## src/rtl/usb_rx_unstuff_sr.sv

```systemverilog
// -----------------------------------------------------------------------------
// usb_rx_unstuff_sr
//
// Purpose:
//   Receive-path stage that follows the NRZI decoder in a USB full-speed
//   receiver. On each shift_enable strobe it takes one decoded bit, drops the
//   stuffed zero that follows every run of STUFF_LEN ones, and shifts the
//   remaining data bits LSB-first into a byte register. Each completed byte
//   is presented on rx_byte together with a one-cycle byte_ready pulse.
//
// Parameters:
//   DATA_WIDTH   bits per assembled byte (default 8)
//   STUFF_LEN    run length of ones after which a stuffed bit follows (default 6)
//
// Ports:
//   clk           in   system clock, rising-edge
//   rst           in   asynchronous active-high reset
//   d_orig        in   decoded bit from the NRZI decoder
//   shift_enable  in   one-cycle strobe qualifying d_orig
//   eop           in   end of packet, only meaningful with shift_enable
//   sync_clear    in   start-of-packet pulse, clears framing state
//   rx_byte       out  last completed byte, bit 0 = first received data bit
//   byte_ready    out  one-cycle pulse when rx_byte is updated
//   stuff_error   out  one-cycle pulse on a bit-stuff violation
//
// Build option:
//   USB_UNSTUFF_ERR_EN  when defined, a 1 received where a stuffed 0 was
//                       expected pulses stuff_error and aborts the current
//                       byte. When undefined, stuff_error is constant 0 and
//                       such a bit is silently dropped like a legal stuffed 0.
// -----------------------------------------------------------------------------
module usb_rx_unstuff_sr #(
  parameter int DATA_WIDTH = 8,
  parameter int STUFF_LEN  = 6
) (
  input  logic                  clk,
  input  logic                  rst,
  input  logic                  d_orig,
  input  logic                  shift_enable,
  input  logic                  eop,
  input  logic                  sync_clear,
  output logic [DATA_WIDTH-1:0] rx_byte,
  output logic                  byte_ready,
  output logic                  stuff_error
);

  localparam int BW = (DATA_WIDTH > 1) ? $clog2(DATA_WIDTH) : 1;
  localparam int OW = $clog2(STUFF_LEN + 1);

  typedef enum logic {
    ST_DATA = 1'b0,
    ST_SKIP = 1'b1
  } state_t;

  state_t                state_q, state_d;
  logic [DATA_WIDTH-1:0] shift_q, shift_d;
  logic [BW-1:0]         bit_cnt_q, bit_cnt_d;
  logic [OW-1:0]         ones_cnt_q, ones_cnt_d;
  logic [DATA_WIDTH-1:0] rx_byte_q, rx_byte_d;
  logic                  byte_ready_q, byte_ready_d;
  logic                  stuff_error_q, stuff_error_d;

  // Shared helpers for a data bit accepted in DATA.
  logic [DATA_WIDTH-1:0] shifted;
  logic [OW-1:0]         ones_next;
  logic                  data_bit;

  assign shifted   = {d_orig, shift_q[DATA_WIDTH-1:1]};
  assign ones_next = d_orig ? (ones_cnt_q + 1'b1) : '0;
  // A strobe that is neither pre-empted by sync_clear nor by eop.
  assign data_bit  = shift_enable && !sync_clear && !eop;

  // ---------------------------------------------------------------------------
  // State register
  // ---------------------------------------------------------------------------
  always_ff @(posedge clk or posedge rst) begin
    if (rst) begin
      state_q <= ST_DATA;
    end else begin
      state_q <= state_d;
    end
  end

  // ---------------------------------------------------------------------------
  // Next-state logic
  // ---------------------------------------------------------------------------
  always_comb begin
    state_d = state_q;
    if (sync_clear || (shift_enable && eop)) begin
      state_d = ST_DATA;
    end else if (shift_enable) begin
      case (state_q)
        ST_DATA: if (ones_next == OW'(STUFF_LEN)) state_d = ST_SKIP;
        ST_SKIP: state_d = ST_DATA;
        default: state_d = ST_DATA;
      endcase
    end
  end

  // ---------------------------------------------------------------------------
  // Datapath / output next-value logic
  // ---------------------------------------------------------------------------
  always_comb begin
    shift_d       = shift_q;
    bit_cnt_d     = bit_cnt_q;
    ones_cnt_d    = ones_cnt_q;
    rx_byte_d     = rx_byte_q;
    byte_ready_d  = 1'b0;
    stuff_error_d = 1'b0;

    if (sync_clear || (shift_enable && eop)) begin
      // Framing restart; shift_reg keeps its contents, a partial byte is lost.
      bit_cnt_d  = '0;
      ones_cnt_d = '0;
    end else if (data_bit) begin
      if (state_q == ST_DATA) begin
        shift_d    = shifted;
        // Run counter deliberately survives byte completion so runs that
        // straddle a byte boundary are still detected.
        ones_cnt_d = ones_next;
        if (bit_cnt_q == BW'(DATA_WIDTH - 1)) begin
          bit_cnt_d    = '0;
          rx_byte_d    = shifted;
          byte_ready_d = 1'b1;
        end else begin
          bit_cnt_d = bit_cnt_q + 1'b1;
        end
      end else begin
        // Stuffed position: never shifted, never counted.
        ones_cnt_d = '0;
`ifdef USB_UNSTUFF_ERR_EN
        if (d_orig) begin
          stuff_error_d = 1'b1;
          bit_cnt_d     = '0;
        end
`endif
      end
    end
  end

  always_ff @(posedge clk or posedge rst) begin
    if (rst) begin
      shift_q       <= '0;
      bit_cnt_q     <= '0;
      ones_cnt_q    <= '0;
      rx_byte_q     <= '0;
      byte_ready_q  <= 1'b0;
      stuff_error_q <= 1'b0;
    end else begin
      shift_q       <= shift_d;
      bit_cnt_q     <= bit_cnt_d;
      ones_cnt_q    <= ones_cnt_d;
      rx_byte_q     <= rx_byte_d;
      byte_ready_q  <= byte_ready_d;
      stuff_error_q <= stuff_error_d;
    end
  end

  // ---------------------------------------------------------------------------
  // Outputs (all registered)
  // ---------------------------------------------------------------------------
  always_comb begin
    rx_byte     = rx_byte_q;
    byte_ready  = byte_ready_q;
    stuff_error = stuff_error_q;
  end

endmodule

```

## config.mk

```make
export PLATFORM = sky130hd
export DESIGN_NAME = usb_rx_unstuff_sr
export DESIGN_NICKNAME = d
export VERILOG_FILES = /design/src/rtl/usb_rx_unstuff_sr.sv
export SDC_FILE = /design/constraint.sdc
export NUM_CORES = 1
export LEC_CHECK = 0
export ABC_AREA = 0
export CAP_MARGIN = 20
export CORE_MARGIN = 1.5
export CORE_UTILIZATION = 44
export DETAILED_ROUTE_END_ITERATION = 12
export PLACE_DENSITY = 0.68
export SYNTH_ARGS = -nofsm -noshare
export SYNTH_HDL_FRONTEND = slang
export SYNTH_SLANG_ARGS = --single-unit
```

## constraint.sdc

```tcl
create_clock -name clk -period 1.6 [get_ports clk]
set_clock_uncertainty 0.1 [all_clocks]
set_input_delay 0.24 -clock clk [delete_from_list [all_inputs] [get_ports clk]]
set_output_delay 0.24 -clock clk [all_outputs]
set_load 0.005 [all_outputs]
```

* Word level (Yosys, flattened, before mapping) *
Index checks and enable logic that the tools add are counted.

word-level totals
  bits in read-only memories = 0
  memories kept = 0
  input port bits = 6
  RAM bits = 0
  latch bits = 0
  bits in registers = 24
  output and inout port bits = 10

operators by class
  divide/modulo/power cells = 0
  multipliers = 0
  reduce and logical (&&, ||, !) cells = 11
  equality and inequality tests = 3
  order comparisons = 0
  muxes and demuxes = 16
  bitwise gates (word level) = 2
  $add $sub $neg = 2
  shift-type cells = 0

operator list
  operator               number
  $mux W3                8
  $mux W1                7
  $add A3 B1 Y3 const B  2
  $eq A3 B3 Y1 const B   2
  $reduce_and A4 Y1      1
  $reduce_bool A2 Y1     2
  $logic_and A1 B1 Y1    3
  $reduce_and A3 Y1      1
  $logic_not A1 Y1       2
  $ne A2 B1 Y1 const B   1
  $not A1 Y1             2
  $pmux W1 S2            1
  $reduce_and A2 Y1      1
  $logic_or A1 B1 Y1     1

* Longest topological paths before layout *
Gate-level depths: netlist of run 1.

  depth after elaboration = 7
  depth in mapped cells = 4
  mapped depth without buffers = 4

* Least setup slack after synthesis of run 1 *
OpenSTA, ideal clock, no wires.

  kind = reg2reg
  start point = register bit_cnt_q[0]
  end point = register rx_byte_q[0], in the netlist rx_byte[0]
  buffers on the path = 0
  cell stages (with the launch flop) = 5
  arrival = 1.229 ns
  clock period less this slack = 1.453 ns
  setup time = 0.125 ns
  setup slack = 0.147 ns
  path through = dfrtp_1 -> ha_1 -> ha_1 -> nand2_4 -> mux2_2

on the way
  word-level cells in the longest chain between the ends = 2

RTL lines
  item                                RTL line  source
  start, declared                     57        logic [BW-1:0] bit_cnt_q, bit_cnt_d;
  start signal, assigned              151       bit_cnt_q <= bit_cnt_d;
  $eq A3 B3 Y1                        121       if (bit_cnt_q == BW'(DATA_WIDTH - 1)) begin
  $reduce_and A4 Y1 (no source line)  --
  end signal, assigned                153       rx_byte_q <= rx_byte_d;
  end, declared                       59        logic [DATA_WIDTH-1:0] rx_byte_q, rx_byte_d;

No other way between the ends.
A chain may end at the register's enable or synchronous reset.

* Final worst setup path of run 1 *
  start point = input eop
  end point = register state_q

on the way
  word-level cells in the longest chain between the ends = 3
  elaborated cells between the ends (all ways) = 4
  classes of those cells = mux: 1; reduce/logical: 3

RTL lines
  item                                           RTL line  source
  start, declared                                40        input logic eop,
  $logic_and A1 B1 Y1 (*)                        89        if (sync_clear || (shift_enable && eop)) begin
  $logic_or A1 B1 Y1 (*)                         89
  $mux W1 or $reduce_bool A2 Y1 (tied branches)  --
  end signal, assigned                           80        state_q <= state_d;
  end, declared                                  55        state_t state_q, state_d;

Mark *: on every way between the ends. The rest lies on a longest branch, timed or not.

==> metrics list, run 1 <==
* Clock Sink Count: 23
- CP most frequent cell: buf_4
- Hold violation total from the final report: 0
- Of the post-synthesis cell area, the dominant cell type holds 0.6021.
- Syn_area_per_cell: 14.27 um2
- In this run, synthesis produced a sequential element count of 23.
* Routability congestion estimate from global placement: 0.7448
- Worst Setup Start Kind: input pin
- Drc violations: 0
- Fin crit period: 1.517 ns
- Broken down by cell family, the worst path's largest delay share belongs to buffers and inverters.
- Of the cells placed in the final design, the portion with a size suffix greater than 1 is 0.2921.
- The floorplan step set the die width to 49.61 um.
- Worst setup path class: input pin to flop
* Vias in the first global route: approximately 590
* Cell types with the largest area share after synthesis: dfrtp_1, mux2_2, ha_1, nor4b_4, a22o_1
* RSZ-0062 raised after global routing: false
* Critical-path cell list: clkdlybuf4s50_1 > nor4b_4 > buf_4 > buf_4 > and3_1 > a22o_1
- Layout Nets: 99
- Sequential cell area fraction in the yosys report: 0.6021
- Counting cells, the worst reg-to-reg path comes to 5.
- Die area: 2461 um2
* Placement-stage worst setup slack: -0.2473 ns
- Area leader, netlist: dfrtp_1
- Compared with the post-synthesis result, the final layout area differs by 23.82%.
* Initial Util: 0.4775
* Tcrit/Tclk final: 0.9479
- The cell area that synthesis handed to floorplanning was 955.9 um2.
- Inserted Clock Buffers: 3
* Library cell contributing the largest single delay on the critical path: clkdlybuf4s50_1
* Final worst setup slack: 0.08331 ns
- Number of ports placed on the die boundary: 16
* Largest net degree at the start of global routing: 24
* Static leakage: roughly 0.6 nW
* Area of the core: 2002 um2
- Logic depth of the worst setup path including buffers: 6
- Number of optimization iterations in the first detailed-route pass: 2
- Vias/cell: 4.983
- The repair_antennas step left the layout with diodes totalling 0.
- Number of antenna violations at the first check in global routing: 0
- After clock tree synthesis, the setup repair step added 0 buffers.
* Post-CTS clock slew at the launch and capture registers of the worst setup and hold paths: about 0.12 ns
- Post-detailed-routing wire length: 1492 um
- Across the run, the number of max-cap violations was 0.
- For this run, the total global-route usage over all layers was measured as 0.1429.
* Number of instances in the synthesized netlist: between 60 and 70
- Multi-input gate area in the final layout: roughly 360 um2
- The first global-routing pass estimated 2649 um of wire.
- IO Port Bufs: 14
- CTS placed an instance of clkbuf_4 at the clock tree root.
* Req. time, crit path: 1.75 ns
- Number of endpoints failing setup at the final stage: 0
- The layout has 167 filler cells.
* Clock tree from TritonCTS: yes
* Synthesized netlist net count: 76
- The routed layout has 578 vias.
* Overflow left after global routing: 0
- Warnings from Yosys: 0
- H-tree lvl count: 1
- Worst vdd ir: ~0.00066 V
* Slowest Stage Delay on Critical Path: between 0.4 and 0.5 ns
- Number of distinct library cell variants in the gate-level netlist after synthesis: 21
- In this run the deepest clock path goes through 2 buffers.
- Kind of end point of the critical path: flop
- Crit path launch: eop
- Total number of placement rows: 16
- Detailed placement finished with a half-perimeter wire length of 1064 um.
- Number of pins with negative max-slew slack in the final report: 0
- Violation count after the first detailed-routing iteration: 5
- Along the worst path, the maximum fanout reaches 11.
- FF+latch area: 575.6 um2
- Result of the run: finished clean
- Number of nets with antenna violations after detailed routing: 0
- FF-to-FF Start: state_q
* Buffer and inverter count on the worst path: 3
- Power spread over the standard cell area amounts to 916.7 nW/um2.
- Data arrival time of the worst path: between 1.5 and 2 ns
* Vertical die dimension: 49.61 um
- For the worst-skew pair, the clock arrives at the later sink with an insertion delay of roughly 0.3 ns.
- In the final routed layout, each cell accounts on average for 12.86 um.
- In this run the worst hold path is classified as input pin to async pin.
- Power, Total: 1.085 mW
- For this run, the top clock speed supported by timing is 0.6593 GHz.
-- metal layers --
metal | up-vias | global-route usage | share of wire
met4 | 0 | 0.08333 | 0.019
met1 | 285 | 0.1896 | 0.47
met5 | - | 0 | 0
li1 | 278 | - | -
met3 | 4 | 0.02727 | 0.029
met2 | 11 | 0.2178 | 0.48
-- worst min-delay path, cell delays in order --
cell and delay, ns:
clkdlybuf4s50_1 0.39, inv_1 0.05, buf_4 0.27
-- final timing paths --
| path | endpoint | slack [ns] |
|---|---|---|
| worst max-delay path | state_q | 0.08 |
| max in group asynchronous | rx_byte[4] | 1.03 |
| worst min-delay path | rx_byte[0] | 0.15 |
| worst min register to register | ones_cnt_q[1] | 0.40 |
| worst max register to register | state_q | 0.10 |
| min in group clk | ones_cnt_q[1] | 0.40 |
-- stage by stage --
stage | instances | setup TNS (ns) | hold WS (ns) | util | cell area [um2]
floorplan | 67 | 0 | 0.1419 | - | 955.9
CTS | 115 | 0 | 0.1586 | 0.5869 | 1175
finish | 116 | 0 | 0.1507 | 0.5913 | 1184
detailed placement | 111 | -3.702 | 0.3773 | 0.5738 | 1149
global placement | 111 | -3.560 | 0.3700 | 0.5738 | 1149
global route | 116 | 0 | 0.2032 | 0.5913 | 1184
-- cell type report --
class,count,area share
clock buffer,4,0.02220
inverter,4,0.01268
multi-input combinational,39,0.3002
sequential,23,0.4863
tap,27,0.02854
timing repair buffer,19,0.1501
-- cell usage after synthesis, drive strengths merged --
library cell and instances:
dfrtp 23, mux2 14, inv 4, nand2 4, ha 3, o21ai 3
a21o 2, a22o 2, buf 2, a21oi 1, a32o 1, and3 1
conb 1, nand2b 1, nor2 1, nor2b 1, nor3b 1, nor4b 1
xnor2 1
-- flip-flops by register name (all words and copies together) (netlist names) --
register and flops:
rx_byte 8, ones_cnt_q 3, bit_cnt_q 3, byte_ready 1
state_q 1, shift_q 7
-- kinds of logic after synthesis --
logic type | count (synthesis) | synth area share
fa+ha+maj | 3 | 0.03927
mux | 14 | 0.1649
other cells | 1 | 0.003923
buf+inv | 6 | 0.03534
xor+xnor | 1 | 0.009164
simple gates | 10 | 0.07985
flops | 23 | 0.6021
compound gates | 9 | 0.06543
-- cells in the final DEF, fill, tap and decap left out, drive strengths merged --
master and count:
nor2b 1, o21ai 3, inv 4, and3 1, mux2 14, nor2 1, clkdlybuf4s50 14, xnor2 1
ha 3, nor3b 1, a22o 2, a21o 2, nand2 5, clkbuf 4, buf 5, a21oi 1
dfrtp 23, nor4b 1, conb 1, nand2b 1, a32o 1
-- power by group --
| group | switching (mW) | total (mW) | internal [mW] | leakage (nW) |
|---|---|---|---|---|
| Combinational | 0.0441 | 0.122 | 0.0780 | 0.275 |
| Sequential | 0.0500 | 0.705 | 0.655 | 0.309 |
| Clock | 0.161 | 0.258 | 0.0972 | 0.0150 |
| Total | 0.255 | 1.09 | 0.830 | 0.599 |
-- timing repair --
action | CTS | global route
endpoints found under the setup margin | 0 | 8
hold buffers | 0 | 0
gates resized for setup | 0 | 1
No activity file was read; power rests on OpenSTA's default activity.
==> run 2: changes to the inputs <==
--- a/config.mk
+++ b/config.mk
@@ -6,7 +6,6 @@
 export NUM_CORES = 1
 export LEC_CHECK = 0
 export ABC_AREA = 0
-export CAP_MARGIN = 20
 export CORE_MARGIN = 1.5
 export CORE_UTILIZATION = 44
 export DETAILED_ROUTE_END_ITERATION = 12
==> results of run 2 <==
The final DEF is identical to that of run 1; final timing and power are the same.
